===== config.mk =====
export PLATFORM = sky130hd
export DESIGN_NAME = ham_encoder_tx
export DESIGN_NICKNAME = d
export VERILOG_FILES = /design/src/rtl/ham_encoder_tx.sv
export SDC_FILE = /design/constraint.sdc
export NUM_CORES = 1
export LEC_CHECK = 0
export ABC_AREA = 0
export BUFFER_PORTS_ARGS = -buffer_cell sky130_fd_sc_hd__buf_4
export CORE_MARGIN = 4
export CORE_UTILIZATION = 60
export CTS_BUF_LIST = sky130_fd_sc_hd__clkbuf_4 sky130_fd_sc_hd__clkbuf_8
export DETAILED_ROUTE_END_ITERATION = 12
export PLACE_DENSITY = 0.91
export SYNTH_ARGS = -nofsm -noshare
export SYNTH_HDL_FRONTEND = slang
export SYNTH_SLANG_ARGS = --single-unit

===== constraint.sdc =====
create_clock -name clk -period 2.15 [get_ports clk]
set_input_delay 0.1075 -clock clk [delete_from_list [all_inputs] [get_ports clk]]
set_output_delay 0.1075 -clock clk [all_outputs]
set_load 0.05 [all_outputs]

===== src/rtl/ham_encoder_tx.sv =====
// -----------------------------------------------------------------------------
// ham_encoder_tx
//
// Hamming(7,4) transmit encoder. Accepts a data nibble over a valid/ready
// handshake, encodes it into a 7-bit codeword with the layout the decoder
// expects, and serializes the codeword one bit at a time:
//   - tx_frame marks the cycles where tx_bit carries a codeword bit,
//   - every bit is held for BIT_CYCLES clocks,
//   - GAP_CYCLES idle clocks follow each frame before in_ready returns,
//   - done pulses for one cycle as the frame finishes.
//
// Codeword layout, par_code = {e6,e5,e4,e3,e2,e1,e0}:
//   e6=d3  e5=d2  e4=d1  e2=d0
//   e3=d3^d2^d1  e1=d3^d2^d0  e0=d3^d1^d0
// The layout gives a decoder syndrome of zero for a clean codeword and
// index+1 for a single flipped bit at that index.
//
// Optional build macro HAM_ERR_INJ_EN: adds err_inj_en / err_inj_pos. When
// err_inj_en=1 and err_inj_pos!=0 at accept, codeword bit err_inj_pos-1 is
// inverted before capture. Without the macro the codeword is always clean.
// -----------------------------------------------------------------------------
module ham_encoder_tx #(
    parameter int unsigned BIT_CYCLES = 4,  // clocks per serial bit, >= 1
    parameter int unsigned GAP_CYCLES = 1,  // idle clocks after a frame, >= 0
    parameter int unsigned LSB_FIRST  = 1   // 1: code[0] first, 0: code[6] first
) (
    input  logic       clk,
    input  logic       rst,
    input  logic       in_valid,
    output logic       in_ready,
    input  logic [3:0] in_data,
`ifdef HAM_ERR_INJ_EN
    input  logic       err_inj_en,
    input  logic [2:0] err_inj_pos,
`endif
    output logic [6:0] par_code,
    output logic       tx_bit,
    output logic       tx_frame,
    output logic       busy,
    output logic       done
);

    // -------------------------------------------------------------------------
    // Counter sizing
    // -------------------------------------------------------------------------
    localparam int CYC_W = (BIT_CYCLES > 1) ? $clog2(BIT_CYCLES) : 1;
    localparam int GAP_W = (GAP_CYCLES > 0) ? $clog2(GAP_CYCLES + 1) : 1;

    localparam logic [CYC_W-1:0] CYC_LAST = CYC_W'(BIT_CYCLES - 1);
    localparam logic [GAP_W-1:0] GAP_LAST =
        GAP_W'((GAP_CYCLES > 0) ? (GAP_CYCLES - 1) : 0);
    localparam logic [2:0]       BIT_LAST = 3'd6;

    typedef enum logic [1:0] {
        ST_IDLE  = 2'd0,
        ST_SHIFT = 2'd1,
        ST_GAP   = 2'd2
    } state_t;

    // -------------------------------------------------------------------------
    // Codeword construction
    // -------------------------------------------------------------------------
    function automatic logic [6:0] ham_encode(input logic [3:0] d);
        logic p3;
        logic p1;
        logic p0;
        p3 = d[3] ^ d[2] ^ d[1];
        p1 = d[3] ^ d[2] ^ d[0];
        p0 = d[3] ^ d[1] ^ d[0];
        return {d[3], d[2], d[1], p3, d[0], p1, p0};
    endfunction

    // Codeword presented for capture on the accept edge.
    logic [6:0] accept_code;

`ifdef HAM_ERR_INJ_EN
    // Encode the incoming nibble and optionally invert one selected bit.
    always_comb begin
        accept_code = ham_encode(in_data);
        if (err_inj_en && (err_inj_pos != 3'd0)) begin
            accept_code = accept_code ^ (7'b000_0001 << (err_inj_pos - 3'd1));
        end
    end
`else
    assign accept_code = ham_encode(in_data);
`endif

    // -------------------------------------------------------------------------
    // State
    // -------------------------------------------------------------------------
    state_t           state_q,    state_d;
    logic [6:0]       sh_q,       sh_d;        // remaining bits, current bit at the exit end
    logic [6:0]       code_q,     code_d;      // par_code register
    logic [2:0]       bit_cnt_q,  bit_cnt_d;
    logic [CYC_W-1:0] cyc_cnt_q,  cyc_cnt_d;
    logic [GAP_W-1:0] gap_cnt_q,  gap_cnt_d;
    logic             tx_bit_q,   tx_bit_d;
    logic             tx_frame_q, tx_frame_d;
    logic             busy_q,     busy_d;
    logic             done_q,     done_d;

    logic accept;

    // Ready only when idle and not being reset, so reset always wins over accept.
    assign in_ready = (state_q == ST_IDLE) && !rst;
    assign accept   = in_valid && in_ready;

    // Next-state and next-output computation for the frame sequencer.
    always_comb begin
        // NOTE: every signal written here gets a default first so no latch is inferred.
        state_d    = state_q;
        sh_d       = sh_q;
        code_d     = code_q;
        bit_cnt_d  = bit_cnt_q;
        cyc_cnt_d  = cyc_cnt_q;
        gap_cnt_d  = gap_cnt_q;
        tx_bit_d   = 1'b0;
        tx_frame_d = 1'b0;
        busy_d     = 1'b0;
        done_d     = 1'b0;

        case (state_q)
            ST_IDLE: begin
                if (accept) begin
                    state_d    = ST_SHIFT;
                    sh_d       = accept_code;
                    code_d     = accept_code;
                    bit_cnt_d  = 3'd0;
                    cyc_cnt_d  = '0;
                    tx_bit_d   = (LSB_FIRST != 0) ? accept_code[0] : accept_code[6];
                    tx_frame_d = 1'b1;
                    busy_d     = 1'b1;
                end
            end

            ST_SHIFT: begin
                tx_frame_d = 1'b1;
                busy_d     = 1'b1;
                tx_bit_d   = tx_bit_q;
                if (cyc_cnt_q == CYC_LAST) begin
                    cyc_cnt_d = '0;
                    if (bit_cnt_q == BIT_LAST) begin
                        // Last bit has been held long enough: close the frame.
                        tx_frame_d = 1'b0;
                        tx_bit_d   = 1'b0;
                        done_d     = 1'b1;
                        if (GAP_CYCLES == 0) begin
                            state_d = ST_IDLE;
                            busy_d  = 1'b0;
                        end else begin
                            state_d   = ST_GAP;
                            gap_cnt_d = '0;
                        end
                    end else begin
                        // Advance to the next codeword bit.
                        bit_cnt_d = bit_cnt_q + 3'd1;
                        if (LSB_FIRST != 0) begin
                            sh_d     = {1'b0, sh_q[6:1]};
                            tx_bit_d = sh_q[1];
                        end else begin
                            sh_d     = {sh_q[5:0], 1'b0};
                            tx_bit_d = sh_q[5];
                        end
                    end
                end else begin
                    cyc_cnt_d = cyc_cnt_q + 1'b1;
                end
            end

            ST_GAP: begin
                busy_d = 1'b1;
                if (gap_cnt_q == GAP_LAST) begin
                    state_d = ST_IDLE;
                    busy_d  = 1'b0;
                end else begin
                    gap_cnt_d = gap_cnt_q + 1'b1;
                end
            end

            default: begin
                state_d = ST_IDLE;
            end
        endcase
    end

    // State and registered outputs, synchronous active-high reset.
    always_ff @(posedge clk) begin
        // NOTE: sequential state uses non-blocking assignments so every register samples pre-edge values.
        if (rst) begin
            state_q    <= ST_IDLE;
            sh_q       <= '0;
            code_q     <= '0;
            bit_cnt_q  <= '0;
            cyc_cnt_q  <= '0;
            gap_cnt_q  <= '0;
            tx_bit_q   <= 1'b0;
            tx_frame_q <= 1'b0;
            busy_q     <= 1'b0;
            done_q     <= 1'b0;
        end else begin
            state_q    <= state_d;
            sh_q       <= sh_d;
            code_q     <= code_d;
            bit_cnt_q  <= bit_cnt_d;
            cyc_cnt_q  <= cyc_cnt_d;
            gap_cnt_q  <= gap_cnt_d;
            tx_bit_q   <= tx_bit_d;
            tx_frame_q <= tx_frame_d;
            busy_q     <= busy_d;
            done_q     <= done_d;
        end
    end

    assign par_code = code_q;
    assign tx_bit   = tx_bit_q;
    assign tx_frame = tx_frame_q;
    assign busy     = busy_q;
    assign done     = done_q;

endmodule


---- Word-level counts from Yosys, hierarchy flattened ----
Index checks and enable logic that the tools add are counted.
cells by class
  reductions and logical operators ........ 12
  equal/unequal tests ..................... 9
  shift operators ......................... 0
  mux-type cells .......................... 31
  add/subtract/negate cells ............... 3
  magnitude comparators ................... 0
  bitwise operators ....................... 7
  $mul .................................... 0
  divide/modulo/power cells ............... 0
operator list
  cell                   number
  $mux W7                3
  $pmux W7 S2            1
  $mux W2                6
  $mux W1                11
  $ne A2 B2 Y1 const B   5
  $mux W3                3
  $reduce_and A4 Y1      2
  $pmux W1 S2            3
  $pmux W2 S3            1
  $pmux W3 S2            1
  $xor A1 B1 Y1          5
  $eq A2 B2 Y1 const B   2
  $pmux W2 S2            1
  $reduce_and A2 Y1      2
  $reduce_bool A2 Y1     2
  $add A3 B1 Y3 const B  1
  $eq A3 B3 Y1 const B   1
  $pmux W1 S3            1
  $reduce_and A3 Y1      1
  $reduce_or A3 Y1       1
  $add A2 B1 Y2 const B  1
  $eq A2 B1 Y1 const B   1
  $logic_and A1 B1 Y1    2
  $logic_not A2 Y1       1
  other kinds (3)        4
storage, ports and cells
  word-level logic and storage cells ...... 72
  output and inout bits ................... 12
  bits in latches ......................... 0
  bits in writable memories ............... 0
  ROM bits ................................ 0
  bits in registers ....................... 26
  memories ................................ 0
  input bits .............................. 7

---- Depth between registers and ports, before layout ----
  depth in word-level cells ............... 5
  gate-level depth with buffers ........... 6

---- Least setup slack after synthesis ----
Ideal clock, no wire load.
  path type ............................... register -> register
  from .................................... register state_q[1]
  to ...................................... register bit_cnt_q[2]
  stages on the path, launching flop included .. 6
  path buffers ............................ 1
  required time ........................... 2029 ps
  arrival time ............................ 1465 ps
  library setup time ...................... 121 ps
  clock period less this slack ............ 1587 ps
  path slack .............................. 563 ps
  cell sequence ........................... dfxtp_1 > buf_6 > nor3_4 > and2_4 > nor3_1 > mux2_4
between the ends
  cells in the longest elaborated chain, start to end .. 5
  elaborated cells between the ends (all ways) .. 10
  classes of those cells .................. 4 x eq/ne; 1 x mux; 5 x reduce/logical
ends and longest elaborated chain
  item                                RTL line  text
  start, declared                     91        state_t state_q, state_d;
  start signal, assigned              201       state_q <= state_d;
  $logic_not A2 Y1                    105       assign in_ready = (state_q == ST_IDLE) && !rst;
  $logic_and A1 B1 Y1                 105
  net in_ready                        30        output logic in_ready,
  $logic_and A1 B1 Y1                 106       assign accept = in_valid && in_ready;
  $ne A2 B2 Y1 (no source line)       --
  $reduce_and A4 Y1 (no source line)  --
  end signal, assigned                204       bit_cnt_q <= bit_cnt_d;
  end, declared                       94        logic [2:0] bit_cnt_q, bit_cnt_d;
The timed path passes the listed nets, and every way through them passes these cells.
A chain may end at the register's enable or synchronous reset.

---- Worst setup path in the final report ----
  from .................................... register bit_cnt_q[0]
  to ...................................... register bit_cnt_q[2]
between the ends
  cells in the longest elaborated chain, start to end .. 4
  elaborated cells between the ends (all ways) .. 7
  classes of those cells .................. 1 x add/sub; 2 x eq/ne; 3 x mux; 1 x reduce/logical
ends and longest elaborated chain
  item           RTL line  text
  $add A3 B1 Y3  156       bit_cnt_d = bit_cnt_q + 3'd1;
  $mux W3        142       if (bit_cnt_q == BIT_LAST) begin
  $mux W3        140       if (cyc_cnt_q == CYC_LAST) begin
  $pmux W3 S2    122       case (state_q)
Several ways; a longest one is shown, not always the timed one. The select of a mux whose other input is x is not followed.

==> flow_summary.yaml <==
logic_synthesis:
  synth_top_cell_area_share_pct: 43.5
  yosys_warnings: 0
  synth.avg_cell_area_sq_um: 8.91
  synthDistinctLibCells: 34
  synth_area_leaders: "dfxtp_1 43%, nand2_1 9.5%, a21oi_1 7.2%"
  synthArstFlopShare_pct: 0
  ys_ff_latch: 24
  seq_area_frac_synth_pct: 43.5
  synth_area_leader_cell: "dfxtp_1"
  synth_fp_nets: 134
  synth_edf_count: 0
  synthesis.area_sq_mm: 0.00110
  synthTopCellsByCount: "28 x nand2_1, 24 x dfxtp_1, 16 x a21oi_1"
  synth_flop_cell: "dfxtp_1"
  netlist_instances: 124
  synth.most_common_cell: "nand2_1"
clock_network:
  cts_tree: "done"
  clk_latency_ps: 300
  cts_hold_buf: 0
  root_buffer: "clkbuf_4"
  cts.sinks: 24
  cts_resized: 0
  cts_buffer_depth: 2
  cts_setup_buffers: 0
  clk_pin_slew_ps: 120
  cts_max_level: 1
  cts_inserted_buffers: 3
setup_path:
  reg2reg_to: "bit_cnt_q[2]"
  cp.required_ps: 2360
  worstPathArrival_ps: 1750
  start_kind: "register"
  cp_max_fo: 8
  rr_startpoint: "bit_cnt_q[0]"
  critical_path_class: "register to register"
  cp-end-kind: "register"
  regToRegSetupSlack_ps: 610
  ff2ff_path_depth: 6
detailed_routing:
  wl_um: 2190
  drc: 0
  vias: 895
  via_per_inst: 5.49
  ant_nets: 0
  first_iter_violations: 16
  routedWlPerCell_um: 13.4
  dr.pass1.iters: 4
final_layout:
  antenna_cells: 0
  syn2layout_area_growth_pct: 12.2
  nNetsFinal: 150
  drive_gt1_share_pct: 22.5
  postLayoutCellArea_sq_mm: 0.00124
  fin_cells: 163
floorplanning:
  rows: 15
  design.die.area_sq_mm: 0.00259
  ioPinCount: 19
  die_y_um: 50.9
  die_w_um: 50.9
  coreArea_sq_mm: 0.00173
  start_util_pct: 64.0
power_and_ir_drop:
  pwr-share-clk_pct: 21.1
  switching_share_pct: 30.5
  internal_power_w: 0.000609
  p_sw_w: 0.000268
  powerDensity_mw_per_mm2: 707
  irDropWorstVdd_v: 0.000698
  power_frac_comb_pct: 22.8
  power.leakage_nw: 0.478
  seq_power_share_pct: 56.0
  power_w: 0.000877
timing:
  setup_slack_ps: 605
  slew_headroom_pct: 74.3
  setup_viol: 0
  drv_slew: 0
  min_period_ps: 1540
  worst_pin_slew_ps: 384
  rsz0062_at_grt: "no"
  period_share_pct: 71.9
  max_freq_mhz: 647
  hold_viol: 0
  fin_skew_ps: 5.59
  finalSetupTns_ps: 0
grt:
  grt_max_degree: 29
  grt_pass1_vias: 880
  grt_overflow: 0
  grt_first_pass_wirelength_um: 3770
  gr-usage-all-layers_pct: 18.8
  grt_antenna_before_repair: 0
placement:
  place_ws_ps: 632
  port_buffers: 18
  hpwl_um: 1640
  routabilityCongestion: 0.844
  dpl_cell_area_sq_mm: 0.00122
  placedCellCount: 160
worst_hold_path:
  hold_path_depth: 3
  min_from: "in_data[0]"
  hold-path-endpoint: "par_code[2]"
  hold_class: "input pin to register"
run_status:
  outcome: "finished, final reports clean"
flow_run:
  drv_cap: 0
==> state kept, by name, indices dropped and copies added (netlist names) <==
name and cells:
tx_frame 1, sh_q 6, cyc_cnt_q 2, par_code 7, tx_bit 1, busy 1, bit_cnt_q 3, done 1
state_q 2
==> cells by family (layout without fill, tap and decap cells) <==
group,Yosys count,in the layout,synth area share (%)
AO/OA/AOI/OAI,31,31,19.3
XOR/XNOR,5,5,3.96
adder cells (fa/ha/maj),3,3,3.40
buffers and inverters,9,23,5.55
flip-flops,24,24,43.5
multiplexers,1,1,1.36
AND/OR/NAND/NOR,51,51,23.0
==> layout make-up <==
cell class	instances	area, sq um
timing repair buffer	18	135
tap	25	31.3
fill	148	487
sequential	24	480
inverter	2	7.51
clock buffer	3	22.5
multi-input combinational	91	563
==> worst max path at each step <==
stage	slack, ps	endpoint	startpoint
5_1_grt	500	bit_cnt_q[2]	bit_cnt_q[0]
2_1_floorplan	560	bit_cnt_q[2]	state_q[1]
3_3_place_gp	670	bit_cnt_q[2]	bit_cnt_q[0]
3_5_place_dp	630	bit_cnt_q[2]	bit_cnt_q[0]
4_1_cts	610	bit_cnt_q[2]	bit_cnt_q[0]
6_report	610	bit_cnt_q[2]	bit_cnt_q[0]
==> critical path, stage by stage (launching register included) <==
cell and delay, ps:
dfxtp_1 360, inv_1 60, ha_1 210, nand2_1 120, a21o_1 280, nand3_2 110
mux2_4 300
==> cells in the final DEF, fill, tap and decap left out, types with 2 or more instances in the layout <==
cell and n:
nand2_1 28, dfxtp_1 24, buf_4 18, a21oi_1 16, xnor2_1 5, a311oi_1 5, nand3_1 4, nor3_1 4
nor2_1 3, o21ai_0 3, ha_1 3, clkbuf_4 3, nor2_2 2, nand2b_1 2
==> power by group through the flow <==
| stage | clock [W] | combinational (W) | sequential [W] |
|---|---|---|---|
| after floorplan | 0 | 0.000115 | 0.000537 |
| after global placement | 0 | 0.000194 | 0.000500 |
| after detailed placement | 0 | 0.000200 | 0.000501 |
| after CTS | 0.000191 | 0.000201 | 0.000491 |
| after global routing | 0.000211 | 0.000218 | 0.000495 |
| final | 0.000185 | 0.000200 | 0.000491 |
==> stage by stage <==
stage / util (%) / hold WS [ps]
floorplan: - / 240
global route: 71.8 / 80.5
finish: 71.8 / 73.4
CTS: 71.8 / 67.3
detailed placement: 70.5 / 386
global placement: 70.5 / 377
==> layer usage <==
metal | vias up | part of all wire, % | track usage, %
li1 | 461 | - | -
met5 | - | 0 | 0
met1 | 421 | 44 | 21.1
met4 | 0 | 0.55 | 1.35
met2 | 11 | 52 | 35.4
met3 | 2 | 3.2 | 6.12
Note: power is estimated with default switching activity, not from simulation.
